==> config.mk <==
export PLATFORM = sky130hd
export DESIGN_NAME = mem_port_arbiter
export DESIGN_NICKNAME = d
export VERILOG_FILES = /design/src/rtl/mem_arb_pkg.sv /design/src/rtl/mem_lat_counter.sv /design/src/rtl/mem_port_arbiter.sv
export SDC_FILE = /design/constraint.sdc
export NUM_CORES = 1
export LEC_CHECK = 0
export BUFFER_PORTS_ARGS = -buffer_cell sky130_fd_sc_hd__buf_2
export CAP_MARGIN = 20
export CORE_MARGIN = 4
export CORE_UTILIZATION = 45
export DETAILED_ROUTE_END_ITERATION = 10
export GPL_ROUTABILITY_DRIVEN = 0
export MAX_ROUTING_LAYER = met4
export PLACE_DENSITY_LB_ADDON = 0.3
export SLEW_MARGIN = 5
export SYNTH_ARGS = -nofsm -noshare
export SYNTH_HDL_FRONTEND = slang
export SYNTH_SLANG_ARGS = --single-unit
==> constraint.sdc <==
create_clock -name clk -period 3.3 [get_ports clk]
set_clock_uncertainty 0.05 [all_clocks]
set_input_delay 0.66 -clock clk [delete_from_list [all_inputs] [get_ports clk]]
set_output_delay 0.66 -clock clk [all_outputs]
set_load 0.01 [all_outputs]
==> src/rtl/mem_arb_pkg.sv <==
// Shared types and defaults for the IF/MEM unified-memory port arbiter.
package mem_arb_pkg;

    typedef enum logic [1:0] {
        IDLE    = 2'b00,
        BUSY_IF = 2'b01,
        BUSY_DM = 2'b10
    } arb_state_e;

    localparam int unsigned LAT_DEFAULT = 2;
    localparam int unsigned CNT_W       = 4;

endpackage

==> src/rtl/mem_lat_counter.sv <==
// Loadable down-counter that saturates at zero; zero flags the final access cycle.
module mem_lat_counter
    import mem_arb_pkg::*;
#(
    parameter int unsigned W = CNT_W
) (
    input  logic         clk,
    input  logic         rst_n,
    input  logic         load,
    input  logic         en,
    input  logic [W-1:0] load_val,
    output logic         zero
);

    logic [W-1:0] cnt_q, cnt_d;

    always_comb begin
        cnt_d = cnt_q;
        if (load) begin
            cnt_d = load_val;
        end else if (en && (cnt_q != '0)) begin
            cnt_d = cnt_q - 1'b1;
        end
    end

    always_ff @(posedge clk or negedge rst_n) begin
        if (!rst_n) begin
            cnt_q <= '0;
        end else begin
            cnt_q <= cnt_d;
        end
    end

    assign zero = (cnt_q == '0);

endmodule

==> src/rtl/mem_port_arbiter.sv <==
// Shares one memory port between instruction fetch and load/store, with
// fixed-latency accesses, registered read data and a pipeline stall.
module mem_port_arbiter
    import mem_arb_pkg::*;
#(
    parameter int unsigned ADDR_W = 16,
    parameter int unsigned DATA_W = 19,
    parameter int unsigned LAT    = LAT_DEFAULT
) (
    input  logic              clk,
    input  logic              reset,
    input  logic              if_req,
    input  logic [ADDR_W-1:0] if_addr,
    output logic              if_done,
    output logic [DATA_W-1:0] if_rdata,
    input  logic              dm_req,
    input  logic              dm_we,
    input  logic [ADDR_W-1:0] dm_addr,
    input  logic [DATA_W-1:0] dm_wdata,
    output logic              dm_done,
    output logic [DATA_W-1:0] dm_rdata,
    output logic              mem_en,
    output logic              mem_we,
    output logic [ADDR_W-1:0] mem_addr,
    output logic [DATA_W-1:0] mem_wdata,
    input  logic [DATA_W-1:0] mem_rdata,
    output logic              pipe_stall
);

    localparam logic [CNT_W-1:0] LAT_M1 = CNT_W'(LAT - 1);

    arb_state_e        state_q, state_d;
    logic              last_dm_q, last_dm_d;
    logic              if_done_q, if_done_d;
    logic              dm_done_q, dm_done_d;
    logic [DATA_W-1:0] if_rdata_q, if_rdata_d;
    logic [DATA_W-1:0] dm_rdata_q, dm_rdata_d;

    logic cnt_load, cnt_en, cnt_zero;
    logic if_elig, dm_elig, grant_if, grant_dm;

    mem_lat_counter #(.W(CNT_W)) u_lat_cnt (
        .clk      (clk),
        .rst_n    (reset),
        .load     (cnt_load),
        .en       (cnt_en),
        .load_val (LAT_M1),
        .zero     (cnt_zero)
    );

    always_comb begin
        // A requester finishing this cycle may already be re-requesting; skip it once.
        if_elig  = if_req & ~if_done_q;
        dm_elig  = dm_req & ~dm_done_q;
        grant_dm = dm_elig & (~if_elig | ~last_dm_q);
        grant_if = if_elig & ~grant_dm;

        state_d    = state_q;
        last_dm_d  = last_dm_q;
        if_done_d  = 1'b0;
        dm_done_d  = 1'b0;
        if_rdata_d = if_rdata_q;
        dm_rdata_d = dm_rdata_q;
        cnt_load   = 1'b0;
        cnt_en     = 1'b0;

        case (state_q)
            IDLE: begin
                if (grant_dm) begin
                    state_d  = BUSY_DM;
                    cnt_load = 1'b1;
                end else if (grant_if) begin
                    state_d  = BUSY_IF;
                    cnt_load = 1'b1;
                end
            end
            BUSY_IF: begin
                if (cnt_zero) begin
                    state_d    = IDLE;
                    if_done_d  = 1'b1;
                    if_rdata_d = mem_rdata;
                    last_dm_d  = 1'b0;
                end else begin
                    cnt_en = 1'b1;
                end
            end
            BUSY_DM: begin
                if (cnt_zero) begin
                    state_d   = IDLE;
                    dm_done_d = 1'b1;
                    last_dm_d = 1'b1;
                    if (!dm_we) begin
                        dm_rdata_d = mem_rdata;
                    end
                end else begin
                    cnt_en = 1'b1;
                end
            end
            default: state_d = IDLE;
        endcase
    end

    always_ff @(posedge clk or negedge reset) begin
        if (!reset) begin
            state_q    <= IDLE;
            last_dm_q  <= 1'b0;
            if_done_q  <= 1'b0;
            dm_done_q  <= 1'b0;
            if_rdata_q <= '0;
            dm_rdata_q <= '0;
        end else begin
            state_q    <= state_d;
            last_dm_q  <= last_dm_d;
            if_done_q  <= if_done_d;
            dm_done_q  <= dm_done_d;
            if_rdata_q <= if_rdata_d;
            dm_rdata_q <= dm_rdata_d;
        end
    end

    always_comb begin
        mem_en    = 1'b0;
        mem_we    = 1'b0;
        mem_addr  = '0;
        mem_wdata = '0;
        case (state_q)
            BUSY_IF: begin
                mem_en   = 1'b1;
                mem_addr = if_addr;
            end
            BUSY_DM: begin
                mem_en    = 1'b1;
                mem_we    = dm_we;
                mem_addr  = dm_addr;
                mem_wdata = dm_wdata;
            end
            default: ;
        endcase
    end

    assign if_done    = if_done_q;
    assign dm_done    = dm_done_q;
    assign if_rdata   = if_rdata_q;
    assign dm_rdata   = dm_rdata_q;
    assign pipe_stall = (if_req & ~if_done_q) | (dm_req & ~dm_done_q);

endmodule

# After elaboration in Yosys (flattened, before gate mapping)

Cells that the tools add are included.

Output and inout bits: 78
Bits of input ports: 75
Register bits after elaboration: 47
Word-level logic and storage cells: 58

Add/sub/neg operators: 1
Multiplexer cells: 21
Reduce and logical (&&, ||, !) cells: 11
Bitwise gates (word level): 12
Equal/unequal tests: 6

Operators with widths:

| cell                                                                     | number |
|---|---|
| 16-bit case mux with 2 select lines                                      | 1 |
| 19-bit 2-to-1 mux                                                        | 1 |
| 1-bit 2-to-1 mux                                                         | 12 |
| 4-bit 2-to-1 mux                                                         | 2 |
| 2-bit 2-to-1 mux                                                         | 3 |
| 1-bit inverter                                                           | 6 |
| 3-bit AND reduction                                                      | 2 |
| 1-bit bitwise AND                                                        | 4 |
| 4-bit zero test                                                          | 1 |
| 2-bit inequality test (second input constant)                            | 2 |
| 2-bit case mux with 2 select lines                                       | 1 |
| 2-bit AND reduction                                                      | 2 |
| 2-bit nonzero test                                                       | 2 |
| 4-bit nonzero test                                                       | 1 |
| 4-bit by 1-bit subtractor with 4-bit output (second input constant)      | 1 |
| 3-bit inequality test (second input constant)                            | 1 |
| 2-bit by 1-bit equality test with 1-bit output (second input constant)   | 1 |
| 2-bit equality test (second input constant)                              | 1 |
| 2-bit zero test                                                          | 1 |
| 2-bit by 1-bit inequality test with 1-bit output (second input constant) | 1 |
| 1-bit OR                                                                 | 2 |
| 1-bit case mux with 2 select lines                                       | 1 |
| 2-bit OR reduction                                                       | 1 |
| 1-bit logical AND                                                        | 1 |

# Longest topological paths before layout

Depth in word-level cells: 11
Depth in mapped cells: 8
Gate-level depth less buffers: 6

# Modules after synthesis

Synthesis repeated with hierarchy kept, for this count alone.

Cell total of the unflattened synthesis: 196
Area, all modules: 2,396.0 µm²

Modules (own cells, without submodules):

| module           | cells each | times used | area each (µm²) | sequential area each (µm²) |
|---|---|---|---|---|
| mem_port_arbiter | 169        | 1          | 2,125.8         | 1,076.0 |
| mem_lat_counter  | 27         | 1          | 270.3           | 100.1 |

# Least setup slack after synthesis

OpenSTA, ideal clock, no wires.

Kind: register -> output
Start point: register state_q[1]
End point: output port mem_addr[10]
Arrival: 1.569 ns
Path buffers: 2
Cell stages (with the launch flop): 7
Slack: 1.021 ns
Required time: 2.590 ns
Cell sequence: dfrtp_1 inv_1 ha_1 inv_1 clkbuf_1 buf_1 nor2_1

Longest elaborated chain between the ends: 2
Elaborated cells between the ends (all ways): 3
Classes of those cells: eq/ne: 2; mux: 1

RTL lines:

| element                                                                                      | RTL line                | RTL |
|---|---|---|
| start, declared                                                                              | mem_port_arbiter.sv:32  | `arb_state_e state_q, state_d;` |
| start signal, assigned                                                                       | mem_port_arbiter.sv:112 | `state_q <= state_d;` |
| 2-bit equality test / 2-bit by 1-bit equality test with 1-bit output (equally long branches) | mem_port_arbiter.sv:126 | `case (state_q)` |
| 16-bit case mux with 2 select lines (*)                                                      | mem_port_arbiter.sv:126 |  |
| end, declared                                                                                | mem_port_arbiter.sv:24  | `output logic [ADDR_W-1:0] mem_addr,` |

Every way passes the cells marked *; elsewhere a longest branch is shown, timed or not.

# Worst setup path in the final report

Start point: register state_q[0]
End point: output port mem_addr[6]

Same word-level chain as after synthesis.

==> impl_metrics.ini <==
[drt]
avgViaCountPerCell = 4.978
postRouteAntennaNets = 0
drc_errors = 0
firstDrtPassIters = 4
vias = 2046
routed_wl_um = 6494
wire_per_inst_um = 15.80
drtIter0Drc = 86

[worst_setup_path]
crit_required_ns = 2.59
slowest_delay_ns = 0.42
r2r_slack_ns = 1.09
crit_start = state_q[0]
critPathBufInv = 3
cp-end-kind = primary output
reg2reg_from = u_lat_cnt.cnt_q[0]
critPathMaxFanout = 21
arrival_ns = 1.97
cp_slowest_cell = ha_1
crit_cells = 6
worstReg2RegEnd = dm_rdata[5]
r2r_cells = 6
crit_path_end = mem_addr[6]
startpoint_type = flip-flop
path_delay_family = buffers and inverters
path_class = reg2out
crit_chain = inv_1, ha_1, buf_4, a22oi_1, nor2_1, buf_2

[global_routing]
first_global_vias = 2156
grt_pass1_wl_um = 10200
overflow = 0
grt_max_degree = 48
grt_usage_pct = 21.21
antenna_found_initial = 0

[placed_design]
portBuffers = 152
dpl.cell_count = 402
dp_hpwl_um = 5153

[clock_tree]
clk_pin_slew_worst_paths_ns = 0.09
cts-resized-gates = 0
cts_buffers = 5
cts_tree = yes
root_buffer = clkbuf_8
htree_levels = 2
post_cts_buffers = 0
ctsHoldBuffers = 0
cts.sinks = 47
clk_latency_ns = 0.29
clock_path_buffers = 2

[yosys]
yosys_warnings = 0
ys_seq_area_share_pct = 50.89
syn_area_sq_mm = 0.002311
synth_fp_nets = 271
synth_area_per_cell_sq_um = 12.04
netlist_instances = 192
synth-seq-cells = 47
synth_cell_type_count = 35

[layout]
diodes = 0
fillers = 395
area_growth_pct = 39.52
seq_area_sq_mm = 0.001176
final_cells = 411
drive_above_1_share_pct = 59.88
multi_input_area_sq_mm = 0.001042
nets = 422

[sta]
setup_viol = 0
period_share_pct = 81.13
fin_tns_setup_ns = 0
finalHoldViolCount = 0
rsz0062_at_grt = false
holdWs_ns = 0.1936
slew_viol_final = 0
worst_pin_slew_ns = 0.6017
final.min_clock_period_ns = 2.677
slew_headroom_pct = 59.89
max_freq_mhz = 373.5

[pwr]
vdd_drop_max_v = 0.0005314
powerDensity_mw_per_mm2 = 793.9
p_leak_uw = 0.001755
p_total_uw = 2560

[run_status]
outcome = finished clean

[hold_path]
hold_path.class = in2async

[floorplan]
initial_core_util_pct = 47.66
core_region_area_sq_mm = 0.004848
dieArea_sq_mm = 0.006346
fp.dieW_um = 79.66
chipHeight_um = 79.66
io_pins = 153
rows = 25

[job]
drv_cap = 0
-- cells in the mapped netlist (all sizes together) --
library cell,n,area share [%]
dfrtp,47,51
mux2,38,20
and2,21,5.7
nor2,18,2.9
a22oi,16,5.2
buf,7,2.3
clkbuf,6,0.97
inv,6,0.97
a21oi,4,0.87
ha,4,2.2
nand2,2,0.32
nand2b,2,0.54
nor3b,2,0.87
o211ai,2,0.65
o21ai,2,0.43
a211oi,1,0.32
a21bo,1,0.43
a21boi,1,0.32
a21o,1,0.32
a221o,1,0.49
a32oi,1,0.38
nand3,1,0.22
nand4,1,0.27
nor2b,1,0.27
nor3,1,0.22
o32ai,1,0.38
or3,1,0.32
or3b,1,0.38
or4,1,0.32
xor2,1,0.38
-- state kept, by name, summed over array words and instances, names as in the netlist --
register and count:
dm_done 1, dm_rdata 19, if_done 1, if_rdata 19, last_dm_q 1, state_q 2
u_lat_cnt.cnt_q 4
-- layer usage --
| layer | track usage (%) | routed length (um) | vias up |
|---|---|---|---|
| li1 | - | - | 976 |
| met1 | 21.74 | 2449 | 949 |
| met2 | 37.98 | 3211 | 109 |
| met3 | 6.772 | 700 | 12 |
| met4 | 7.388 | 131 | 0 |
| met5 | - | 0 | - |
-- how the worst min path moves through the flow --
stage                 start      endpoint  depth (start not counted)  slack, ns
6_report              reset  if_rdata[11]                          1       0.19
5_1_grt               reset  if_rdata[11]                          1       0.18
4_1_cts         dm_rdata[4]   dm_rdata[4]                          1       0.46
3_5_place_dp   dm_rdata[17]  dm_rdata[17]                          1       0.44
3_3_place_gp    dm_rdata[8]   dm_rdata[8]                          1       0.43
2_1_floorplan         reset       dm_done                          0       0.31
-- report_power, final --
group          switching [uW]  leakage (uW)  internal (uW)
logic                     647       0.00112            616
registers                 133      0.000588            829
clock network             183     0.0000418            152
-- cell families after synthesis --
kind of cell,share of synthesized area [%]
XOR/XNOR,0.3791
AND/OR/NAND/NOR,12.34
multiplexers,20.14
AO/OA/AOI/OAI,9.800
adder cells (fa/ha/maj),2.166
flip-flops,50.89
buffers and inverters,4.277
-- through the flow --
stage | utilization, % | worst slack (ns) | area [sq um]
after floorplan | - | 1.021 | 2311
after global placement | 64.26 | 1.032 | 3115
after detailed placement | 64.26 | 0.9503 | 3115
after CTS | 66.09 | 0.6006 | 3204
after global routing | 66.50 | 0.3966 | 3224
final | 66.50 | 0.6227 | 3224
-- cells in the final DEF (no fill, tap or decap), drive strengths merged, types with 2 or more instances in the layout --
| cell type | count |
|---|---|
| a21oi | 4 |
| a22oi | 16 |
| and2 | 21 |
| buf | 157 |
| clkbuf | 6 |
| dfrtp | 47 |
| ha | 4 |
| inv | 7 |
| mux2 | 38 |
| nand2 | 2 |
| nand2b | 2 |
| nor2 | 18 |
| nor3b | 2 |
| o211ai | 2 |
| o21ai | 2 |
-- layout make-up --
cell class              instances  area share (%)
flip-flops and latches         47           36.48
multi-input cells             126           32.32
repair buffers                157           25.15
well taps                      67           2.600
clock buffers                   6           2.251
inverters                       6          0.6985
clock inverters                 2          0.5045
Power figures use the tool's default switching activity.
